### config.mk
export PLATFORM = sky130hd
export DESIGN_NAME = rupt_controller
export DESIGN_NICKNAME = d
export VERILOG_FILES = /design/src/rtl/rupt_controller_pkg.sv /design/src/rtl/rupt_priority_encoder.sv /design/src/rtl/rupt_controller.sv
export SDC_FILE = /design/constraint.sdc
export NUM_CORES = 1
export LEC_CHECK = 0
export ABC_AREA = 1
export BUFFER_PORTS_ARGS = -buffer_cell sky130_fd_sc_hd__buf_2
export CORE_ASPECT_RATIO = 1.1
export CORE_UTILIZATION = 48
export CTS_CLUSTER_SIZE = 14
export DETAILED_ROUTE_END_ITERATION = 6
export PLACE_DENSITY = 0.79
export SLEW_MARGIN = 20
export SYNTH_ARGS = -nofsm -noshare
export SYNTH_HDL_FRONTEND = slang
export SYNTH_SLANG_ARGS = --single-unit
### constraint.sdc
create_clock -name clock -period 1.5 [get_ports clock]
set_clock_uncertainty 0.05 [all_clocks]
set_input_delay 0.225 -clock clock [delete_from_list [all_inputs] [get_ports clock]]
set_output_delay 0.225 -clock clock [all_outputs]
set_load 0.01 [all_outputs]
### src/rtl/rupt_controller_pkg.sv
`default_nettype none
// +----------------------------------------------------------------------+
// | rupt_controller_pkg : shared types and constants for RUPT handling    |
// | Rev 1.0                                                               |
// +----------------------------------------------------------------------+
package rupt_controller_pkg;

    localparam int          NUM_RUPT     = 10;
    localparam int          DRAIN_CYCLES = 2;
    localparam logic [11:0] RUPT_BASE    = 12'o4004;
    localparam int          RUPT_STRIDE  = 4;

    typedef enum logic [2:0] {
        IDLE,
        DRAIN,
        SAVE,
        VECTOR,
        IN_RUPT
    } rupt_state_t;

    typedef enum logic [3:0] {
        T6, T5, T3, T4, KEY1, KEY2, UP, DOWN, RADAR, HAND
    } rupt_id_t;

    // 12-bit vector address of a source; legal parameters never wrap
    function automatic logic [11:0] rupt_vector(input logic [11:0] base,
                                                input int          stride,
                                                input logic [3:0]  id);
        return base + 12'(stride) * {8'd0, id};
    endfunction

endpackage
`default_nettype wire

### src/rtl/rupt_priority_encoder.sv
`default_nettype none
// +----------------------------------------------------------------------+
// | rupt_priority_encoder : lowest set index wins (index 0 = T6RUPT)      |
// | Rev 1.0                                                               |
// +----------------------------------------------------------------------+
module rupt_priority_encoder
    import rupt_controller_pkg::*;
#(
    parameter int WIDTH = NUM_RUPT
) (
    input  logic [WIDTH-1:0] vec,
    output logic             valid,
    output logic [3:0]       idx
);

    always_comb begin
        valid = |vec;
        idx   = 4'd0;
        // Scan downward so the lowest set index is the last assignment
        for (int i = WIDTH - 1; i >= 0; i--) begin
            if (vec[i]) begin
                idx = 4'(i);
            end
        end
    end

endmodule
`default_nettype wire

### src/rtl/rupt_controller.sv
`default_nettype none
// +----------------------------------------------------------------------+
// | rupt_controller : latches RUPT requests and sequences interrupt entry |
// | Rev 1.0                                                               |
// +----------------------------------------------------------------------+
module rupt_controller #(
    parameter int          NUM_RUPT     = rupt_controller_pkg::NUM_RUPT,
    parameter int          DRAIN_CYCLES = rupt_controller_pkg::DRAIN_CYCLES,
    parameter logic [11:0] RUPT_BASE    = rupt_controller_pkg::RUPT_BASE,
    parameter int          RUPT_STRIDE  = rupt_controller_pkg::RUPT_STRIDE
) (
    input  logic                clock,
    input  logic                reset_n,
    input  logic [NUM_RUPT-1:0] rupt_req,
    input  logic                inhint_E,
    input  logic                relint_E,
    input  logic                resume_E,
    input  logic                ovf_A,
    input  logic                branch_E,
    input  logic                stall_D,
    input  logic [11:0]         pc_D,
    output logic                rupt_stall,
    output logic                rupt_flush,
    output logic                zrupt_we,
    output logic [11:0]         zrupt_data,
    output logic                redirect_en,
    output logic [11:0]         redirect_pc,
    output logic                in_rupt,
    output logic                inhibit,
    output logic [NUM_RUPT-1:0] pending,
    output logic [3:0]          active_id
);

    import rupt_controller_pkg::*;

    localparam int CNT_W = (DRAIN_CYCLES > 1) ? $clog2(DRAIN_CYCLES) : 1;

    rupt_state_t         state;
    logic [CNT_W-1:0]    drain_cnt;
    logic [11:0]         ret_pc;
    logic [NUM_RUPT-1:0] req_prev;
    logic [NUM_RUPT-1:0] req_rise;
    logic [NUM_RUPT-1:0] clr_mask;
    logic                enc_valid;
    logic [3:0]          enc_idx;
    logic                take;

    rupt_priority_encoder #(
        .WIDTH (NUM_RUPT)
    ) u_prio (
        .vec   (pending),
        .valid (enc_valid),
        .idx   (enc_idx)
    );

    assign req_rise = rupt_req & ~req_prev;
    assign clr_mask = (state == VECTOR) ? (NUM_RUPT'(1) << active_id) : '0;
    assign take     = enc_valid & ~inhibit & ~ovf_A & ~branch_E & ~stall_D;

    assign zrupt_data  = ret_pc;
    assign redirect_pc = rupt_vector(RUPT_BASE, RUPT_STRIDE, active_id);

    always_ff @(posedge clock) begin
        if (!reset_n) begin
            state       <= IDLE;
            drain_cnt   <= '0;
            ret_pc      <= 12'd0;
            req_prev    <= '0;
            pending     <= '0;
            inhibit     <= 1'b1;
            active_id   <= 4'd0;
            rupt_stall  <= 1'b0;
            rupt_flush  <= 1'b0;
            zrupt_we    <= 1'b0;
            redirect_en <= 1'b0;
            in_rupt     <= 1'b0;
        end else begin
            req_prev <= rupt_req;
            // A new edge on the bit being retired keeps it pending
            pending  <= (pending & ~clr_mask) | req_rise;

            if (inhint_E) begin
                inhibit <= 1'b1;
            end else if (relint_E) begin
                inhibit <= 1'b0;
            end

            rupt_stall  <= 1'b0;
            rupt_flush  <= 1'b0;
            zrupt_we    <= 1'b0;
            redirect_en <= 1'b0;

            case (state)
                IDLE: begin
                    if (take) begin
                        state      <= DRAIN;
                        ret_pc     <= pc_D;
                        active_id  <= enc_idx;
                        drain_cnt  <= '0;
                        rupt_stall <= 1'b1;
                        rupt_flush <= 1'b1;
                    end
                end
                DRAIN: begin
                    rupt_stall <= 1'b1;
                    if (drain_cnt == CNT_W'(DRAIN_CYCLES - 1)) begin
                        state     <= SAVE;
                        drain_cnt <= '0;
                        zrupt_we  <= 1'b1;
                    end else begin
                        drain_cnt <= drain_cnt + 1'b1;
                    end
                end
                SAVE: begin
                    state       <= VECTOR;
                    redirect_en <= 1'b1;
                end
                VECTOR: begin
                    state   <= IN_RUPT;
                    in_rupt <= 1'b1;
                end
                IN_RUPT: begin
                    if (resume_E) begin
                        state   <= IDLE;
                        in_rupt <= 1'b0;
                    end
                end
                default: begin
                    state <= IDLE;
                end
            endcase
        end
    end

endmodule
`default_nettype wire

Yosys cells after proc, flatten, opt, wreduce, memory -nomap -nowiden
Cells that the tools add are included.
W data, S select, Z words.
Word-level totals
  register bits after elaboration: 46
  output and inout port bits: 44
  logic and storage cells: 71
Operators by class
  bitwise gates (word level): 14
  reductions and logical operators: 11
  equality and inequality tests: 7
  multiplexer cells: 24
  shift operators: 1
  $add $sub $neg: 2
Operators by type and width (count)
  $mux W4: 10
  $and A10 B10 Y10: 2
  $not A10 Y10: 2
  $pmux W3 S5: 1
  $add A12 B6 Y12 const A: 1
  $mux W10: 1
  $or A10 B10 Y10: 1
  $reduce_and A2 Y1: 5
  $reduce_or A10 Y1: 1
  $shl A1 B4 Y10 const A: 1
  $mux W3: 3
  $eq A3 B2 Y1 const B: 2
  $mux W1: 6
  $ne A2 B2 Y1 const B: 3
  $pmux W1 S2: 3
  $not A1 Y1: 5
  $and A1 B1 Y1: 4
  $reduce_bool A2 Y1: 2
  $eq A3 B1 Y1 const B: 1
  $eq A3 B3 Y1 const B: 1
  $logic_not A3 Y1: 1
  $reduce_and A3 Y1: 1
  $reduce_or A2 Y1: 1
  $add A1 B1 Y1 const B: 1

Logic depth before layout (Yosys ltp)
  depth after elaboration: 10
  gate-level depth with buffers: 11

By module
From an unflattened synthesis, not the netlist that was laid out.
Unflattened totals
  cells, all modules: 256
  area total of the unflattened synthesis: 1919.3 um2
By module, submodules not included
  rupt_controller: cells an instance 228, area each 1796.7 um2, times used 1
  rupt_priority_encoder: cells an instance 28, area each 122.6 um2, times used 1

Least setup slack after synthesis
No wires, ideal clock.
  path kind: reg2reg
  from: register pending[6]
  to: register ret_pc[8] (netlist: zrupt_data[8])
  setup time: 131 ps
  slack: 111 ps
  data required time: 1319 ps
  buffers on the path: 1
  cell stages (with the launch flop): 10
  data arrival time: 1209 ps
  cell sequence: dfxtp_1 -> nor2_1 -> nand3_1 -> nor2_1 -> nand2_1 -> nand3_4 -> inv_4 -> buf_12 -> nand2_1 -> a21oi_2
Between the ends
  word-level cells in the longest chain between the ends: 6
RTL lines
  start: declaration: line rupt_controller.sv:30  | output logic [NUM_RUPT-1:0] pending,
  start signal: assignment: line rupt_controller.sv:80  | pending <= (pending & ~clr_mask) | req_rise;
  $reduce_or A10 Y1: line rupt_priority_encoder.sv:17  | valid = |vec;
  $and A1 B1 Y1 (4 in a row): line rupt_controller.sv:58  | assign take = enc_valid & ~inhibit & ~ovf_A & ~branch_E & ~stall_D;
  $reduce_and A2 Y1 (no line)
  end signal: assignment: line rupt_controller.sv:97  | ret_pc <= pc_D;
  end: declaration: line rupt_controller.sv:40  | logic [11:0] ret_pc;
Every way passes these cells.
A chain may end at the register's enable or synchronous reset.

Final worst setup path
  from: register active_id[1]
  to: output port redirect_pc[4]
Between the ends
  word-level cells in the longest chain between the ends: 1
RTL lines
  start: declaration: line rupt_controller.sv:31  | output logic [3:0] active_id
  start signal: assignment: line rupt_controller.sv:98  | active_id <= enc_idx;
  $add A12 B6 Y12: line rupt_controller_pkg.sv:29  | return base + 12'(stride) * {8'd0, id};
  end: declaration: line rupt_controller.sv:27  | output logic [11:0] redirect_pc,
Every way passes these cells.

==> results by group <==
Floorplan
  – Initial core utilization: 51.20%
  – Die Area: 0.004248 sq mm
  – Row count: 23
  – Core Area: 0.003741 sq mm
  – Number of I/O pins: 74
  – Vert. Die Dim: 68.26 um
  – Overall die width: 62.23 um

Routing
  – Vias: 1853
  – Number of detailed-routing iterations run before antenna repair: 4
  – Vias per cell: 4.981
  – Post-route ant nets: 0
  – 1st-iter DRT viols: 109
  – Final routed wire length divided by cell count: 12.99 um
  – DRC violation count after routing: 0
  – Final routed wirelength across all metal layers: 4833 um

Clocking
  – Clock tree from TritonCTS: done
  – CTS Root Buffer Type: sky130_fd_sc_hd__clkbuf_8
  – H-tree Lvls: 2
  – Clock Pin Slew Worst Setup and Hold Paths: 80 ps
  – Clk Latency, worst-skew pair: 300 ps
  – Maximum root-to-sink buffer count: 2
  – CTS Buf Count: 5
  – TritonCTS Sinks: 46

Timing
  – Maximum frequency from static timing analysis: 655.0 MHz
  – Final min period: 1527 ps
  – Final clock period utilization by the worst path: 101.8%
  – Setup repair after global routing missed its margin: yes
  – Number of failing hold endpoints at the final stage: 0
  – Final critical-path setup slack: -26.75 ps
  – Max Transition Viols Final: 0
  – Setup-failing EPs final: 1

Global route
  – Initial antenna violation count: 0
  – Largest net degree at the start of global routing: 22
  – Total congestion overflow after global routing: 0
  – Number of global-route vias before repair: 1745
  – Wire length of the first global-routing pass: 7590 um
  – GRT Total Usage: 23.63%

Synth
  – Synthesized area per cell: 8.015 sq um
  – Synthesized area: 0.001916 sq mm
  – Fraction of the mapped netlist area in adder cells: 3.919%
  – Fraction of the yosys area taken by sequential cells: 48.07%
  – Fraction of synthesized cell area in xor and xnor cells: 0.4572%
  – Number of distinct library cells after synthesis: 30
  – Ys Warns: 0
  – Number of standard cells after synthesis: 239
  – Synth Area in Compound Gates: 11.69%
  – Post-Synth Simple-Gate Area: 23.12%
  – Post-synthesis mux area share: 0%
  – Yosys reg bits: 46
  – Largest family of logic cells by synthesized area: simple AND/OR/NAND/NOR gates

Placed design
  – Total placed cells including tap cells: 358
  – Final GP Congestion: 0.8527
  – DP Wirelength: 3135 um
  – Post-place setup slack: -47.47 ps
  – Total of buffers placed on input and output ports: 66

Worst setup path
  – Element type at the critical path start: flop
  – Critical-path maximum fanout: 4
  – Crit path arrival time: 1250 ps
  – Critical Path Sink Type: output port
  – Path type of the worst setup path: reg -> out
  – Worst path required time: 1220 ps

Layout
  – Fin util: 69.43%
  – Number of cells in the finished layout apart from fillers: 372
  – Share of post-route cells with drive strength above 1: 37.27%
  – Post-layout net count: 358
  – Growth of design area from synthesis to finish: 35.60%
  – Fill count: 317
  – N_diodes: 0

Outcome
  – Failing checks: setup timing
  – Result of the run: complete, but fails checks

Pwr
  – Power per standard cell area: 892.8 mW/mm^2
  – Leak Pwr: 1.277 nW
  – Peak supply drop: 713.3 uV

Run
  – Number of violations of the max-capacitance limit: 0

Min path
  – Hold WC Path Type: in -> reg
-- path summary, 6_finish.rpt --
check | endpoint | depth (start not counted) | slack (ps) | startpoint
setup / recovery | redirect_pc[4] | 4 | -30 | active_id[1]$_SDFFE_PN0P_
hold / removal | inhibit$_SDFFE_PP1P_ | 2 | 60 | relint_E
setup reg to reg | zrupt_data[3]$_SDFFE_PN0P_ | 8 | 40 | pending[7]$_SDFF_PN0_
hold reg to reg | pending[5]$_SDFF_PN0_ | 1 | 370 | req_prev[5]$_SDFF_PN0_
-- layer usage --
metal  GRT usage [%]  wire, um  vias up  part of all wire (%)
met5               0         0        -                     0
met4           13.37       146        0                   3.0
met3           7.000       313       18                   6.5
met2           40.38      2347       87                    49
met1           26.88      2025      830                    42
li1                -         -      918                     -
-- final cells by class --
type	count	area (sq um)	share of cell area, %
clock buffer	6	72.57	2.794
clock inverter	1	7.507	0.2890
inverter	36	146.4	5.636
multi-input combinational	149	853.3	32.85
sequential	46	933.4	35.93
tap	50	62.56	2.408
timing repair buffer	84	521.8	20.09
-- cell usage in the layout (no fill, tap or decap), drive strengths merged, types with 3 or more instances in the layout --
cell / n
dfxtp: 46
nand3: 24
nand4: 3
nand2: 53
nor2: 11
inv: 34
o22ai: 5
a21oi: 17
o21ai: 15
conb: 7
clkbuf: 7
ha: 6
buf: 83
-- repair_timing --
| item | in CTS | in global routing |
|---|---|---|
| gates cloned | 0 | 1 |
| resized for setup | 15 | 19 |
| buffers inserted | 4 | 2 |
| endpoints found under the setup margin | 13 | 22 |
| pin swaps | 4 | 7 |
| hold buffers | 0 | 0 |
-- critical path: stages (launching register included) --
cell,delay (ps)
sky130_fd_sc_hd__dfxtp_4,370
sky130_fd_sc_hd__ha_4,180
sky130_fd_sc_hd__ha_4,260
sky130_fd_sc_hd__inv_2,30
sky130_fd_sc_hd__buf_6,100
-- where the power goes --
group	switching, mW	internal [mW]	total, mW
combinational	0.163	0.129	0.293
clock	0.407	0.320	0.727
sequential	0.0340	1.27	1.30
-- Yosys cell counts, drive strengths merged --
| cell | count | share of area, % |
|---|---|---|
| a21oi | 17 | 4.8 |
| buf | 10 | 4.6 |
| clkbuf | 3 | 0.59 |
| clkinv | 2 | 0.39 |
| conb | 2 | 0.39 |
| dfxtp | 46 | 48 |
| ha | 6 | 3.9 |
| inv | 34 | 6.8 |
| nand2 | 53 | 11 |
| nand3 | 24 | 6.9 |
| nand4 | 3 | 0.98 |
| nor2 | 11 | 2.3 |
| nor3 | 2 | 0.78 |
| nor3b | 1 | 0.39 |
| nor4 | 1 | 1.1 |
| o2111ai | 1 | 0.46 |
| o21ai | 15 | 3.9 |
| o22ai | 5 | 1.6 |
| o31ai | 1 | 0.39 |
| o41ai | 1 | 0.46 |
| xor2 | 1 | 0.46 |
-- metrics by stage --
step / power [mW] / cell area, sq um / TNS, ps / hold slack (ps)
global route: 2.428 / 2597 / -367.6 / 62.19
finish: 2.319 / 2597 / -26.75 / 55.64
CTS: 2.301 / 2506 / -20.33 / 53.18
floorplan: 1.472 / 1934 / 0 / 275.4
global placement: 1.577 / 2336 / 0 / 350.0
detailed placement: 1.584 / 2336 / -100.7 / 365.9
-- registers in the layout, summed over array words and instances (netlist names), 3 cells and up --
register / count
zrupt_data: 12
pending: 10
req_prev: 10
active_id: 4
state: 3
-- cell families (layout without fill, tap and decap cells) --
family / count (synthesis) / after routing
and+or+nand+nor: 95 / 95
xor gates and xnor gates: 1 / 1
DFF: 46 / 46
adders and majority gates: 6 / 6
buffers and inverters: 49 / 127
other: 2 / 7
AOI/OAI and AO/OA: 40 / 40
Note: power is estimated with default switching activity, not from simulation.
